**src/rtl/mips_isa_pkg.sv**
```systemverilog
// Shared MIPS ISA definitions for the instruction-memory loader and the executor.
// Holds the loader mnemonic codes, opcode/funct constants, the default memory
// depth, the loader FSM state type and word-assembly helper functions.
package mips_isa_pkg;

    localparam int INSTR_NUM_DEF = 256;

    // Symbolic mnemonic codes presented on mnem_i; codes 10..15 are illegal.
    typedef enum logic [3:0] {
        MN_ADD  = 4'd0,
        MN_SUB  = 4'd1,
        MN_AND  = 4'd2,
        MN_OR   = 4'd3,
        MN_SLT  = 4'd4,
        MN_ADDI = 4'd5,
        MN_LW   = 4'd6,
        MN_SW   = 4'd7,
        MN_SLTI = 4'd8,
        MN_BEQ  = 4'd9
    } mnem_e;

    // Primary opcodes as decoded by the executor.
    localparam logic [5:0] OP_RTYPE = 6'h00;
    localparam logic [5:0] OP_ADDI  = 6'h08;
    localparam logic [5:0] OP_LW    = 6'h23;
    localparam logic [5:0] OP_SW    = 6'h2b;
    localparam logic [5:0] OP_SLTI  = 6'h0a;
    localparam logic [5:0] OP_BEQ   = 6'h04;

    // R-type function codes.
    localparam logic [5:0] FN_ADD = 6'h20;
    localparam logic [5:0] FN_SUB = 6'h22;
    localparam logic [5:0] FN_AND = 6'h24;
    localparam logic [5:0] FN_OR  = 6'h25;
    localparam logic [5:0] FN_SLT = 6'h2a;

    // Loader session states.
    typedef enum logic [1:0] {
        ST_IDLE = 2'd0,
        ST_LOAD = 2'd1,
        ST_DONE = 2'd2
    } load_state_e;

    // Assemble an R-type word; shamt is always zero for the supported set.
    function automatic logic [31:0] enc_rtype(input logic [4:0] rs, input logic [4:0] rt,
                                              input logic [4:0] rd, input logic [5:0] funct);
        return {OP_RTYPE, rs, rt, rd, 5'd0, funct};
    endfunction

    // Assemble an I-type word.
    function automatic logic [31:0] enc_itype(input logic [5:0] op, input logic [4:0] rs,
                                              input logic [4:0] rt, input logic [15:0] imm);
        return {op, rs, rt, imm};
    endfunction

endpackage

```
**src/rtl/mips_instr_encode.sv**
```systemverilog
// Combinational MIPS instruction encoder.
// Ports:
//   mnem_i     mnemonic code (mips_isa_pkg::mnem_e values)
//   rs_i/rt_i/rd_i  register fields (rd_i ignored for I-type)
//   imm_i      signed immediate (BEQ: word offset)
//   ptr_i      word address the instruction will be written to
//   word_o     encoded 32-bit word (zero for illegal codes)
//   illegal_o  mnemonic code is not in the supported set
//   warn_o     word is legal but the executor will treat it as a no-op,
//              silently misalign, or ignore the branch
module mips_instr_encode
    import mips_isa_pkg::*;
#(
    parameter int INSTR_NUM = INSTR_NUM_DEF,
    parameter int ADDR_W    = 8
) (
    input  logic [3:0]        mnem_i,
    input  logic [4:0]        rs_i,
    input  logic [4:0]        rt_i,
    input  logic [4:0]        rd_i,
    input  logic [15:0]       imm_i,
    input  logic [ADDR_W-1:0] ptr_i,
    output logic [31:0]       word_o,
    output logic              illegal_o,
    output logic              warn_o
);

    // Wide enough that pointer + 1 + sext(imm) never wraps; a negative target
    // shows up as a huge unsigned value and fails the upper-bound compare.
    localparam int                TGT_W     = ADDR_W + 18;
    localparam logic [TGT_W-1:0]  TGT_LIMIT = TGT_W'(INSTR_NUM);

    logic [TGT_W-1:0] tgt_s;
    logic             tgt_bad_s;

    // Branch target range check relative to the slot being written.
    always_comb begin
        tgt_s     = {{18{1'b0}}, ptr_i}
                  + {{(TGT_W-1){1'b0}}, 1'b1}
                  + {{(TGT_W-16){imm_i[15]}}, imm_i};
        tgt_bad_s = tgt_s[TGT_W-1] | (tgt_s >= TGT_LIMIT);
    end

    // Mnemonic decode: word assembly plus illegal / executor-ignored flags.
    always_comb begin
        word_o    = 32'h0000_0000;
        illegal_o = 1'b0;
        warn_o    = 1'b0;
        case (mnem_i)
            MN_ADD: begin
                word_o = enc_rtype(rs_i, rt_i, rd_i, FN_ADD);
                warn_o = (rd_i == 5'd0);
            end
            MN_SUB: begin
                word_o = enc_rtype(rs_i, rt_i, rd_i, FN_SUB);
                warn_o = (rd_i == 5'd0);
            end
            MN_AND: begin
                word_o = enc_rtype(rs_i, rt_i, rd_i, FN_AND);
                warn_o = (rd_i == 5'd0);
            end
            MN_OR: begin
                word_o = enc_rtype(rs_i, rt_i, rd_i, FN_OR);
                warn_o = (rd_i == 5'd0);
            end
            MN_SLT: begin
                word_o = enc_rtype(rs_i, rt_i, rd_i, FN_SLT);
                warn_o = (rd_i == 5'd0);
            end
            MN_ADDI: begin
                word_o = enc_itype(OP_ADDI, rs_i, rt_i, imm_i);
                warn_o = (rt_i == 5'd0);
            end
            MN_LW: begin
                word_o = enc_itype(OP_LW, rs_i, rt_i, imm_i);
                warn_o = (rt_i == 5'd0) | (imm_i[1:0] != 2'b00);
            end
            MN_SW: begin
                word_o = enc_itype(OP_SW, rs_i, rt_i, imm_i);
                warn_o = (imm_i[1:0] != 2'b00);
            end
            MN_SLTI: begin
                word_o = enc_itype(OP_SLTI, rs_i, rt_i, imm_i);
            end
            MN_BEQ: begin
                word_o = enc_itype(OP_BEQ, rs_i, rt_i, imm_i);
                warn_o = tgt_bad_s;
            end
            default: begin
                illegal_o = 1'b1;
            end
        endcase
    end

endmodule

```
**src/rtl/instr_mem_loader.sv**
```systemverilog
// Instruction-memory loader: accepts symbolic instructions over a valid/ready
// handshake, encodes them and writes them to consecutive word addresses from 0.
// Ports:
//   clk_i, rst_i (async, active-low)
//   start_i            begin / restart a load session (clears pointer, count, flags)
//   in_valid_i/in_ready_o, last_i, mnem_i, rs_i, rt_i, rd_i, imm_i  instruction input
//   imem_we_o/imem_addr_o/imem_wdata_o  one-cycle write strobe to instruction memory
//   count_o            words written this session
//   busy_o, done_o     session status
//   err_o, warn_o      sticky illegal-mnemonic / executor-ignored-encoding flags
module instr_mem_loader
    import mips_isa_pkg::*;
#(
    parameter int INSTR_NUM = INSTR_NUM_DEF,
    parameter int ADDR_W    = 8
) (
    input  logic              clk_i,
    input  logic              rst_i,
    input  logic              start_i,
    input  logic              in_valid_i,
    output logic              in_ready_o,
    input  logic              last_i,
    input  logic [3:0]        mnem_i,
    input  logic [4:0]        rs_i,
    input  logic [4:0]        rt_i,
    input  logic [4:0]        rd_i,
    input  logic [15:0]       imm_i,
    output logic              imem_we_o,
    output logic [ADDR_W-1:0] imem_addr_o,
    output logic [31:0]       imem_wdata_o,
    output logic [ADDR_W:0]   count_o,
    output logic              busy_o,
    output logic              done_o,
    output logic              err_o,
    output logic              warn_o
);

    // Count value before the write that fills the memory.
    localparam logic [ADDR_W:0] COUNT_LAST = (ADDR_W+1)'(INSTR_NUM - 1);

    load_state_e       state_r;
    load_state_e       state_nxt_s;
    logic [ADDR_W-1:0] ptr_r;
    logic [ADDR_W:0]   count_r;
    logic              we_r;
    logic [ADDR_W-1:0] addr_r;
    logic [31:0]       wdata_r;
    logic              err_r;
    logic              warn_r;

    logic [31:0]       word_s;
    logic              illegal_s;
    logic              enc_warn_s;
    logic              in_ready_s;
    logic              done_s;
    logic              busy_s;
    logic              accept_s;
    logic              write_s;

    mips_instr_encode #(
        .INSTR_NUM (INSTR_NUM),
        .ADDR_W    (ADDR_W)
    ) u_encode (
        .mnem_i    (mnem_i),
        .rs_i      (rs_i),
        .rt_i      (rt_i),
        .rd_i      (rd_i),
        .imm_i     (imm_i),
        .ptr_i     (ptr_r),
        .word_o    (word_s),
        .illegal_o (illegal_s),
        .warn_o    (enc_warn_s)
    );

    assign accept_s = in_valid_i & in_ready_s;
    // Illegal beats are consumed but never reach the memory.
    assign write_s  = accept_s & ~illegal_s;

    // Session state register.
    always_ff @(posedge clk_i or negedge rst_i) begin
        if (!rst_i) begin
            state_r <= ST_IDLE;
        end else begin
            state_r <= state_nxt_s;
        end
    end

    // Next-state logic; start_i has priority over any handshake.
    always_comb begin
        state_nxt_s = state_r;
        case (state_r)
            ST_IDLE: begin
                if (start_i) begin
                    state_nxt_s = ST_LOAD;
                end else begin
                    state_nxt_s = ST_IDLE;
                end
            end
            ST_LOAD: begin
                if (start_i) begin
                    state_nxt_s = ST_LOAD;
                end else if (accept_s && (last_i || (write_s && (count_r == COUNT_LAST)))) begin
                    state_nxt_s = ST_DONE;
                end else begin
                    state_nxt_s = ST_LOAD;
                end
            end
            ST_DONE: begin
                if (start_i) begin
                    state_nxt_s = ST_LOAD;
                end else begin
                    state_nxt_s = ST_DONE;
                end
            end
            default: begin
                state_nxt_s = ST_IDLE;
            end
        endcase
    end

    // State-decoded outputs; ready drops combinationally on a restart.
    always_comb begin
        in_ready_s = 1'b0;
        done_s     = 1'b0;
        case (state_r)
            ST_LOAD: begin
                in_ready_s = ~start_i;
            end
            ST_DONE: begin
                done_s = 1'b1;
            end
            default: begin
                in_ready_s = 1'b0;
                done_s     = 1'b0;
            end
        endcase
        busy_s = (state_r == ST_LOAD) | we_r;
    end

    // Write pipeline, pointer, count and sticky flags; a pending write always
    // drains on the next cycle because we_r is only ever set by an accept.
    always_ff @(posedge clk_i or negedge rst_i) begin
        if (!rst_i) begin
            ptr_r   <= {ADDR_W{1'b0}};
            count_r <= {(ADDR_W+1){1'b0}};
            we_r    <= 1'b0;
            addr_r  <= {ADDR_W{1'b0}};
            wdata_r <= 32'h0000_0000;
            err_r   <= 1'b0;
            warn_r  <= 1'b0;
        end else if (start_i) begin
            ptr_r   <= {ADDR_W{1'b0}};
            count_r <= {(ADDR_W+1){1'b0}};
            we_r    <= 1'b0;
            err_r   <= 1'b0;
            warn_r  <= 1'b0;
        end else begin
            we_r <= write_s;
            if (write_s) begin
                addr_r  <= ptr_r;
                wdata_r <= word_s;
                ptr_r   <= ptr_r + {{(ADDR_W-1){1'b0}}, 1'b1};
                count_r <= count_r + {{ADDR_W{1'b0}}, 1'b1};
            end else begin
                addr_r  <= addr_r;
                wdata_r <= wdata_r;
            end
            if (accept_s && illegal_s) begin
                err_r <= 1'b1;
            end else begin
                err_r <= err_r;
            end
            if (accept_s && enc_warn_s) begin
                warn_r <= 1'b1;
            end else begin
                warn_r <= warn_r;
            end
        end
    end

    assign in_ready_o   = in_ready_s;
    assign done_o       = done_s;
    assign busy_o       = busy_s;
    assign imem_we_o    = we_r;
    assign imem_addr_o  = addr_r;
    assign imem_wdata_o = wdata_r;
    assign count_o      = count_r;
    assign err_o        = err_r;
    assign warn_o       = warn_r;

endmodule

```
**config.mk**
```make
export PLATFORM = sky130hd
export DESIGN_NAME = instr_mem_loader
export DESIGN_NICKNAME = d
export VERILOG_FILES = /design/src/rtl/mips_isa_pkg.sv /design/src/rtl/mips_instr_encode.sv /design/src/rtl/instr_mem_loader.sv
export SDC_FILE = /design/constraint.sdc
export NUM_CORES = 1
export LEC_CHECK = 0
export ABC_AREA = 1
export CORE_AREA = 2 2 137 72
export CTS_CLUSTER_DIAMETER = 60
export CTS_CLUSTER_SIZE = 20
export DETAILED_ROUTE_END_ITERATION = 10
export DIE_AREA = 0 0 139 74
export GPL_TIMING_DRIVEN = 0
export MAX_ROUTING_LAYER = met4
export PLACE_DENSITY_LB_ADDON = 0.25
export SETUP_SLACK_MARGIN = 0.4
export SLEW_MARGIN = 40
export SYNTH_ARGS = -nofsm -noshare
export SYNTH_HDL_FRONTEND = slang
export SYNTH_HIERARCHICAL = 1
export SYNTH_SLANG_ARGS = --single-unit
```
**constraint.sdc**
```tcl
create_clock -name clk_i -period 3.7 [get_ports clk_i]
set_input_delay 0.925 -clock clk_i [delete_from_list [all_inputs] [get_ports clk_i]]
set_output_delay 0.925 -clock clk_i [all_outputs]
set_load 0.005 [all_outputs]
```
==> metrics.yaml <==
pwr:
  p_leak_nw: 2.82
  p_clk_share_pct: 31.4
  switchingPower_w: 0.000730
  intPower_w: 0.00173
  seqPwrFrac_pct: 38.0
  swShare_pct: 29.7
  p_comb_share_pct: 30.6
  powerDensity_nw_per_um2: 454
  peakVddDrop_uv: 228
sta:
  slew_headroom_pct: 63.8
  holdWs_ns: 0.473
  fmaxAchievable_ghz: 0.323
  finalCritPeriodShare_pct: 83.8
  rsz0062_at_grt: "no"
  hold_viol: 0
  setup_viol: 0
  tightest_slew_ns: 0.529
  final_max_slew_viol_count: 0
  finClkSkew_ns: 0.00473
  fin_crit_ns: 3.10
setup_path:
  end_kind: "output port"
  cp.required_ns: 2.77
  r2r_cells: 19
  regToRegSetupSlack_ns: 0.78
  cp.arrival_ns: 2.17
  r2r_start: "ptr_r[2]"
  worstPathMaxFanout: 4
  worstReg2RegEnd: "warn_o"
  critPathKind: "input port to output port"
  cp-start-kind: "input port"
route:
  drc: 0
  drt-total-wl_mm: 11.8
  via_per_inst: 5.01
  ant_nets: 0
  first_pass_iters: 6
  num_vias: 4112
  wl_per_cell_um: 14.4
  drt-initial-drc-count: 279
floorplan:
  initial_core_util_pct: 44.1
  die_y_um: 74
  ioPinCount: 95
  die_area_um2: 10300
  die_width_um: 139
  coreArea_um2: 9130
  fp-row-count: 25
final_layout:
  final_cell_mix: "nand2_1, clkdlybuf4s50_1, inv_1"
  nNetsFinal: 749
  antennaDiodeCount: 0
  n_fill_cell: 855
  final_util_pct: 59.3
  drive_gt1_share_pct: 7.57
  post-route-cell-area_um2: 5420
  areaGrowthSynthToFinish_pct: 34.4
  final_common_cell: "nand2_1"
global_route:
  grt_pass1_wl_mm: 19.2
  grtUsageTotal_pct: 24.9
  antenna_found_initial: 0
  gr-total-overflow: 0
  grt_start_max_net_pins: 43
  grt_pass1_vias: 3684
synth:
  synth_cell_types: 38
  synth_seq_cells: 62
  syn-cell-area_um2: 4030
  yosys_warnings: 6
  syn_avg_cell_area_um2: 6.84
  syn_nets: 643
  ys_seq_area_share_pct: 38.5
  syn_inst: 589
place:
  io_buffers: 94
  place_area_um2: 5150
  gp_congestion: 0.914
  place_hpwl_mm: 9.07
clock_tree:
  cts_buffers: 9
  clock_sinks: 62
  clk_latency_ns: 0.34
  path_clk_slew_ns: 0.06
  cts.path.max_buffers: 2
  post-cts-setup-buffer-count: 0
  clock-root-buffer: "clkbuf_16"
  htree_levels: 3
  hold_buffers: 0
  cts_tree: "built"
run:
  drv_cap: 0
worst_hold_path:
  hold_path.class: "input port to asynchronous set/reset pin"
outcome:
  status: "completed"
==> power by group through the flow <==
stage          combinational (W)  clock (W)  sequential (W)
6_report                0.000753   0.000772        0.000933
3_3_place_gp            0.000737          0        0.000936
5_1_grt                 0.000828   0.000824        0.000953
3_5_place_dp            0.000753          0        0.000942
4_1_cts                 0.000759   0.000789        0.000933
2_1_floorplan           0.000274          0        0.000940
==> cell type report <==
type / count / area, um^2 / share of cell area [%]
flip-flops and latches: 62 / 1550 / 28.6
well taps: 121 / 151 / 2.79
clock buffers: 12 / 246 / 4.55
clock inverters: 4 / 22.5 / 0.416
multi-input cells: 429 / 2040 / 37.7
plain buffers: 16 / 131 / 2.42
repair buffers: 95 / 966 / 17.8
inverters: 82 / 308 / 5.68
==> kinds of logic (layout without fill, tap and decap cells) <==
logic type               after synthesis  in the layout  share of synthesized area [%]
AO/OA/AOI/OAI                         35             35                           5.09
XOR/XNOR                               7              7                           1.52
adder cells (fa/ha/maj)               14             14                           4.53
buffers and inverters                 98            209                           10.9
flip-flops                            62             62                           38.5
other                                  1              1                         0.0930
AND/OR/NAND/NOR                      372            372                           39.4
==> through the flow <==
step                std cells  setup WS (ns)  setup TNS [ns]  power, W
floorplan                 589           1.23               0   0.00121
global placement          804         -0.317          -19.13   0.00167
detailed placement        805          0.243               0   0.00170
CTS                       821          0.585               0   0.00248
global route              821          0.440               0   0.00260
finish                    821          0.601               0   0.00246
==> worst max-delay path by stage <==
| stage | start | to | slack, ns | cells after the start |
|---|---|---|---|---|
| 2_1_floorplan | imm_i[0] | warn_o | 1.23 | 16 |
| 6_report | start_i | in_ready_o | 0.60 | 3 |
| 3_3_place_gp | rst_i | imem_wdata_o[8] | -0.32 | 1 |
| 3_5_place_dp | mnem_i[1] | imem_wdata_o[4] | 0.24 | 13 |
| 4_1_cts | mnem_i[1] | imem_wdata_o[9] | 0.58 | 13 |
| 5_1_grt | ptr_r[2] | warn_o | 0.44 | 21 |
==> synth_stat cells (all sizes together) <==
| cell | n | area share [%] |
|---|---|---|
| or2 | 4 | 0.62 |
| conb | 1 | 0.093 |
| nand3b | 2 | 0.37 |
| fa | 1 | 0.50 |
| o21ai | 18 | 2.3 |
| nor3 | 3 | 0.37 |
| nand2 | 246 | 23 |
| nor3b | 1 | 0.19 |
| o22ai | 4 | 0.62 |
| nand4 | 14 | 2.2 |
| a21oi | 7 | 0.87 |
| buf | 12 | 2.9 |
| inv | 82 | 7.6 |
| dfrtp | 62 | 38 |
| a32o | 1 | 0.25 |
| clkbuf | 4 | 0.37 |
| ha | 13 | 4.0 |
| xor2 | 6 | 1.3 |
| a21o | 1 | 0.22 |
| o21bai | 2 | 0.37 |
| nor4 | 2 | 0.68 |
| nor2 | 61 | 6.4 |
| xnor2 | 1 | 0.22 |
| a22o | 1 | 0.22 |
| a2111oi | 1 | 0.22 |
| nand3 | 39 | 5.3 |
==> what timing repair did <==
action	4_1_cts	5_1_grt
hold endpoints to repair	0	0
gates resized for setup	0	2
setup endpoints to repair	0	5
==> metal layers <==
metal	vias to the layer above	part of all wire [%]	global-route usage (%)
li1	2035	-	-
met1	1881	51	35.9
met2	182	39	34.4
met3	14	9.6	7.47
met4	0	0.79	5.61
met5	-	0	-
==> flip-flops by register name, summed over array words and instances, names as in the netlist <==
| name | count |
|---|---|
| warn_o | 1 |
| ptr_r | 8 |
| imem_we_o | 1 |
| imem_addr_o | 8 |
| imem_wdata_o | 32 |
| count_o | 9 |
| err_o | 1 |
| state_r | 2 |
==> critical path: stages <==
cell and delay, ns:
clkdlybuf4s50_1 0.52, nor2_4 0.20, clkdlybuf4s50_1 0.53
Note: power is estimated with default switching activity, not from simulation.
